### config.mk
export PLATFORM = sky130hd
export DESIGN_NAME = stump_control
export DESIGN_NICKNAME = d
export VERILOG_FILES = /design/src/rtl/stump_control.sv
export SDC_FILE = /design/constraint.sdc
export NUM_CORES = 1
export LEC_CHECK = 0
export CAP_MARGIN = 5
export CORE_UTILIZATION = 41
export CTS_BUF_LIST = sky130_fd_sc_hd__clkbuf_16
export CTS_CLUSTER_DIAMETER = 50
export DETAILED_ROUTE_END_ITERATION = 10
export PLACE_DENSITY = 0.91
export SYNTH_ARGS = -nofsm -noshare
export SYNTH_HDL_FRONTEND = slang
export SYNTH_SLANG_ARGS = --single-unit
### constraint.sdc
create_clock -name clk -period 4.1 [get_ports clk]
set_input_delay 0.82 -clock clk [delete_from_list [all_inputs] [get_ports clk]]
set_output_delay 0.82 -clock clk [all_outputs]
set_load 0.05 [all_outputs]
### src/rtl/stump_control.sv
// Stump control sequencer: instruction/CC registers, FETCH/EXECUTE/MEMORY
// machine with memory-ready handshake, and combinational strobe decode.
module stump_control (
  input  logic        clk,
  input  logic        rst,
  input  logic [15:0] mem_rdata,
  input  logic        mem_ready,
  input  logic [3:0]  flags_in,
  output logic [1:0]  state,
  output logic [15:0] ir,
  output logic [2:0]  alu_func,
  output logic        c_in,
  output logic [1:0]  imm_sel,
  output logic [2:0]  dest,
  output logic [2:0]  src_a,
  output logic [2:0]  src_b,
  output logic        reg_we,
  output logic        wb_sel,
  output logic        pc_inc,
  output logic        addr_sel,
  output logic        addr_en,
  output logic        mem_ren,
  output logic        mem_wen,
  output logic [3:0]  cc
);

  typedef enum logic [1:0] {
    FETCH   = 2'b00,
    EXECUTE = 2'b01,
    MEMORY  = 2'b10
  } state_t;

  state_t     cur;
  logic [2:0] op;
  logic       is_ldst;
  logic       is_bcc;
  logic       is_st;
  logic       cc_en;
  logic       cond_ok;
  logic       f_n, f_z, f_v, f_c;

  assign op      = ir[15:13];
  assign is_ldst = (op == 3'b110);
  assign is_bcc  = (op == 3'b111);
  assign is_st   = ir[11];
  assign {f_n, f_z, f_v, f_c} = cc;
  assign state   = cur;
  assign c_in    = cc[0];

  always_comb begin
    cond_ok = 1'b0;
    case (ir[11:8])
      4'd0:  cond_ok = 1'b1;
      4'd1:  cond_ok = 1'b0;
      4'd2:  cond_ok = ~f_c & ~f_z;
      4'd3:  cond_ok = f_c | f_z;
      4'd4:  cond_ok = ~f_c;
      4'd5:  cond_ok = f_c;
      4'd6:  cond_ok = ~f_z;
      4'd7:  cond_ok = f_z;
      4'd8:  cond_ok = ~f_v;
      4'd9:  cond_ok = f_v;
      4'd10: cond_ok = ~f_n;
      4'd11: cond_ok = f_n;
      4'd12: cond_ok = (f_n == f_v);
      4'd13: cond_ok = (f_n != f_v);
      4'd14: cond_ok = ~f_z & (f_n == f_v);
      default: cond_ok = f_z | (f_n != f_v);
    endcase
  end

  // Every strobe is gated by rst so a reset landing mid-access issues no write.
  always_comb begin
    alu_func = '0;
    imm_sel  = '0;
    dest     = ir[10:8];
    src_a    = ir[7:5];
    src_b    = ir[4:2];
    reg_we   = 1'b0;
    wb_sel   = 1'b0;
    pc_inc   = 1'b0;
    addr_sel = 1'b0;
    addr_en  = 1'b0;
    mem_ren  = 1'b0;
    mem_wen  = 1'b0;
    cc_en    = 1'b0;
    if (!rst) begin
      case (cur)
        FETCH: begin
          mem_ren = 1'b1;
          pc_inc  = mem_ready;
        end
        EXECUTE: begin
          if (is_bcc) begin
            src_a   = 3'd7;
            dest    = 3'd7;
            imm_sel = 2'd2;
            reg_we  = cond_ok;
          end else if (is_ldst) begin
            imm_sel = ir[12] ? 2'd1 : 2'd0;
            addr_en = 1'b1;
          end else begin
            alu_func = op;
            imm_sel  = ir[12] ? 2'd1 : 2'd0;
            reg_we   = 1'b1;
            cc_en    = ir[11];
          end
        end
        MEMORY: begin
          addr_sel = 1'b1;
          if (is_st) begin
            mem_wen = 1'b1;
            src_a   = ir[10:8];
          end else begin
            mem_ren = 1'b1;
            reg_we  = mem_ready;
            wb_sel  = mem_ready;
          end
        end
        default: ;
      endcase
    end
  end

  always_ff @(posedge clk) begin
    if (rst) begin
      cur <= FETCH;
      ir  <= '0;
      cc  <= '0;
    end else begin
      case (cur)
        FETCH: begin
          if (mem_ready) begin
            ir  <= mem_rdata;
            cur <= EXECUTE;
          end
        end
        EXECUTE: begin
          if (cc_en) cc <= flags_in;
          cur <= is_ldst ? MEMORY : FETCH;
        end
        MEMORY: begin
          if (mem_ready) cur <= FETCH;
        end
        default: cur <= FETCH;
      endcase
    end
  end

endmodule
After elaboration in Yosys (flattened, before gate mapping) --
Index checks and enable logic that the tools add are counted.
Cells by class: reduce and logical (&&, ||, !) cells 5, mux-type cells 45, equality and inequality tests 22, bitwise logic cells 8
Operators with widths (number):
- two-way mux 3 bit | 10
- equality test 4 bit, second input constant | 7
- two-way mux 1 bit | 24
- equality test 4 x 3 -> 1 bit, second input constant | 4
- case mux 1 bit (15 select lines) | 1
- two-way mux 2 bit | 6
- equality test 4 x 2 -> 1 bit, second input constant | 2
- equality test 3 bit, second input constant | 2
- case mux 2 bit (3 select lines) | 1
- case mux 3 bit (2 select lines) | 1
- AND reduction 2 bit | 3
- equality test 4 x 1 -> 1 bit, second input constant | 1
- zero test 4 bit | 1
- inequality test 2 bit, second input constant | 2
- NOT 1 bit | 4
- case mux 1 bit (2 select lines) | 2
- bitwise AND 1 bit | 2
- equality test 2 x 1 -> 1 bit, second input constant | 1
- equality test 2 bit, second input constant | 1
- zero test 2 bit | 1
- bitwise OR 1 bit | 2
- equality test 1 bit | 1
- inequality test 1 bit | 1
Storage, ports and cells: register bits 22, input bits 23, output and inout port bits 44

Depth between registers and ports, before layout --
depth after elaboration 6, mapped depth 7, mapped depth without buffers 6

Worst setup path after synthesis --
OpenSTA, ideal clock, no wires.
path kind register to output, start register cur[1], in the netlist state[1], end output reg_we, arrival 2.671 ns, stages on the path, launching flop included 6, data required time 3.280 ns, path slack 0.609 ns, cells stage by stage dfxtp_1 ha_1 nor2b_1 a22o_1 nor4_1 a211oi_1
On the way: cells in the longest elaborated chain, start to end 3, elaborated cells on any way between the ends 4
Ends and longest elaborated chain:
- from (decl) | line 33 | state_t cur;
- from (signal assigned) | line 140 | cur <= is_ldst ? MEMORY : FETCH;
- equality test 2 bit / equality test 2 x 1 -> 1 bit (equally long branches) | line 88 | case (cur)
- case mux 1 bit (2 select lines) (*) | line 88
- two-way mux 1 bit (*) | line 87 | if (!rst) begin
- to (decl) | line 17 | output logic reg_we,
Every way passes the cells marked *; elsewhere a longest branch is shown, timed or not.

Worst setup path in the final report --
start input rst, end output src_a[0]
On the way: cells in the longest elaborated chain, start to end 1
Ends and longest elaborated chain:
- from (decl) | line 5 | input logic rst,
- two-way mux 3 bit | line 87
- to (decl) | line 15 | output logic [2:0] src_a,
No other way between the ends.

==> results by group <==
Critical path
  – Worst path buffer plus inverter count: 2
  – Slowest stage delay, CP: 0.70 ns
  – Crit path DAT: 2.68 ns
  – Required time of the critical path: 3.28 ns
  – CP endpoint kind: primary output
  – Crit-path max FO: 16
  – Worst r2r path cells: 6
  – CP max stage cell: clkdlybuf4s50_1
  – Cell Chain, Critical Path: clkdlybuf4s50_1 > nand2b_1 > or3_1 > nand2_1 > o21ai_0 > buf_4
  – Worst setup SP type: input port
  – Worst reg2reg path endpoint: cc[3]
  – Family with the most delay on the worst path: buffers and inverters
  – Crit Path Class: in -> out
  – Worst R2R Setup Slack: 2.40 ns
  – RR Startpoint: state[1]

GRT
  – Initial antenna violation count: 0
  – Largest net degree at the start of global routing: 18
  – Total Routing Usage GR: 22.65%
  – Congestion Overflow GR: 0
  – First-pass GRT wire length: 5.782 mm
  – Vias in the first global route: 1274

Power and ir drop
  – PD cells: 338.0 mW/mm²
  – Peak supply drop: 0.2559 mV
  – Power Total: 0.7029 mW
  – Leakage: 0.8159 nW

Clock network
  – Post CTS Setup Buffer Count: 0
  – CTS Buffer Depth: 2
  – Total CTS buffers: 3
  – # H-tree levels: 1
  – Reg clk slew, reported paths: 0.06 ns
  – Clock insertion delay at the later pin of the skew report: 0.26 ns
  – Post-cts resize count: 0
  – CTS tree: yes
  – TritonCTS sink count: 22
  – CTS root buffer: clkbuf_16
  – # hold bufs at CTS: 0

Yosys
  – Synth Instances: 172
  – Sequential share of the synthesized area: 34.89%
  – Post-synth ARST share: 0%
  – EDFF count, synth: 0
  – Mean area per synthesized cell: 7.340 µm²
  – Mapped Nets: 198
  – Flops & latches, synth: 22
  – Syn Std Cell Area: 0.001262 mm²
  – YS warnings: 0
  – Ys flop type: dfxtp_1
  – Yosys cell types: 35

Timing
  – Min Tclk post-route: 3.498 ns
  – Slew @ Worst Pin: 0.5695 ns
  – Fmax: 0.2859 GHz
  – Pins Over Slew Limit: 0
  – Relative slew margins: 61.91%
  – Worst hold slack: 0.4611 ns
  – Clock Skew: 0.003018 ns
  – Final clock period utilization by the worst path: 85.31%
  – Final Hold Fails: 0
  – RSZ-0062 raised after global routing: no
  – Final setup fails: 0
  – Setup ws final: 0.6023 ns
  – Setup TNS Final: 0 ns

Routing
  – DRT Pass-1 Iters: 7
  – Vias: 1428
  – Routed vias/inst: 5.471
  – Post-DRT Antenna Nets: 0
  – DRT iter0 DRCs: 46
  – WL per Instance: 13.43 µm
  – Final WL: 3.505 mm
  – DRC viols: 2

Placed design
  – Final RePlAce weighted congestion: 0.8403
  – Post-DP HPWL: 2.580 mm
  – Placed Cells: 257
  – Placement-stage cell area: 0.001974 mm²
  – PortBufs: 66
  – Post-Place Worst Slack: 0.6737 ns

Finish
  – Design Area, Final: 0.002079 mm²
  – Layout Utilization: 73.51%
  – P&R area growth vs syn: 64.72%
  – ANT cells: 0
  – Non-Filler Instances: 261
  – Share of cells above drive strength 1: 9.565%
  – Fin nets: 257

Floorplanning
  – Site Rows: 19
  – # IOs: 67
  – Core area: 0.002829 mm²
  – Die Wd: 57.49 µm
  – Die Span Y: 57.49 µm
  – Area of the die: 0.003305 mm²
  – Starting Density: 44.63%

Run status
  – Run status: complete, but fails checks
  – Failing checks: DRC

Hold path
  – End of the worst hold path: ir[1]
  – Worst hold path type: reg -> reg
  – Hold Path Depth: 2
  – Critical hold path startpoint: ir[1]

Run
  – Max cap viols: 0
worst reg2reg max path, cell delays in order (launching register included):
cell and delay (ns):
dfxtp_1 0.33, inv_1 0.09, ha_1 0.31, nor2b_1 0.30, nand3_1 0.28, nand3b_1 0.18, o21ai_0 0.09
cells in the mapped netlist, types with 2 or more instances:
| library cell | count | area (µm²) |
|---|---|---|
| nand2b_1 | 4 | 25.02 |
| nand3b_1 | 6 | 45.04 |
| a31oi_1 | 4 | 25.02 |
| ha_1 | 3 | 37.54 |
| o21ai_0 | 7 | 35.03 |
| dfxtp_1 | 22 | 440.4 |
| clkbuf_1 | 5 | 18.77 |
| buf_2 | 2 | 10.01 |
| or3_1 | 3 | 18.77 |
| and3b_1 | 3 | 26.28 |
| nor3_1 | 2 | 10.01 |
| a211oi_1 | 5 | 37.54 |
| a21oi_1 | 20 | 100.1 |
| nor2_1 | 8 | 30.03 |
| nor2b_1 | 3 | 18.77 |
| buf_4 | 5 | 37.54 |
| nand3_1 | 2 | 10.01 |
| nand2_1 | 43 | 161.4 |
| inv_1 | 9 | 33.78 |
kinds of logic after synthesis:
family	after synthesis	synth area share (%)
flip-flops	22	34.89
buffers and inverters	23	9.217
AO/OA/AOI/OAI	42	20.32
multiplexers	1	1.189
AND/OR/NAND/NOR	80	30.72
XOR/XNOR	1	0.6939
adder cells (fa/ha/maj)	3	2.974
flip-flops by register name, summed over array words and instances, names as in the netlist:
| register | count |
|---|---|
| cc | 4 |
| ir | 16 |
| state | 2 |
final cells by class:
| class | count | area (µm²) |
|---|---|---|
| Inverter | 9 | 33.78 |
| Timing Repair Buffer | 68 | 755.7 |
| Sequential cell | 22 | 440.4 |
| Multi-Input combinational cell | 127 | 705.7 |
| Fill cell | 200 | 749.5 |
| Clock buffer | 3 | 75.07 |
| Tap cell | 31 | 38.79 |
| Clock inverter | 1 | 30.03 |
how the worst max path moves through the flow:
stage	start	to	slack, ns	cells after the start
3_3_place_gp	rst	src_a[0]	0.70	6
6_report	rst	src_a[0]	0.60	6
3_5_place_dp	rst	src_a[0]	0.67	6
4_1_cts	rst	src_a[0]	0.64	6
2_1_floorplan	state[1]	reg_we	0.61	5
5_1_grt	rst	src_a[1]	0.51	6
layer usage:
| layer | global-route usage [%] | part of all wire [%] | wire length (µm) | vias up |
|---|---|---|---|---|
| li1 | - | - | - | 700 |
| met1 | 28.87 | 44 | 1539 | 662 |
| met2 | 37.87 | 48 | 1690 | 60 |
| met3 | 5.669 | 7.0 | 247 | 6 |
| met4 | 6.272 | 0.80 | 28 | 0 |
| met5 | 0 | 0 | 0 | - |
where the power goes:
| part | switching [mW] | internal, mW |
|---|---|---|
| sequential | 0.0167 | 0.225 |
| clock | 0.0833 | 0.194 |
| combinational | 0.110 | 0.0741 |
layout by cell type (no fill, tap or decap):
cell             netlist  routed
ha_1                   3       3
nor2b_1                3       3
nor3b_1                1       1
or3b_1                 1       1
a211oi_1               5       5
xor2_1                 1       1
a22o_1                 1       1
a211o_1                1       1
and2_1                 1       1
nor4_1                 1       1
o311ai_0               1       1
or3_1                  3       3
or4_1                  1       1
and3_1                 1       1
buf_12                 0       9
dfxtp_1               22      22
nand2_1               43      43
mux2_4                 1       1
o21ai_0                7       7
nand3_1                2       2
nand2b_1               4       4
nand3b_1               6       6
nor2_1                 8       8
nor3_1                 2       2
a31oi_1                4       4
clkdlybuf4s50_1        0      53
clkbuf_16              0       3
o21ba_2                1       1
o311a_1                1       1
inv_1                  9       9
bufinv_16              0       1
and3b_1                3       3
buf_4                  5       6
a21oi_1               20      20
o211ai_2               1       1
No activity file was read; power rests on OpenSTA's default activity.
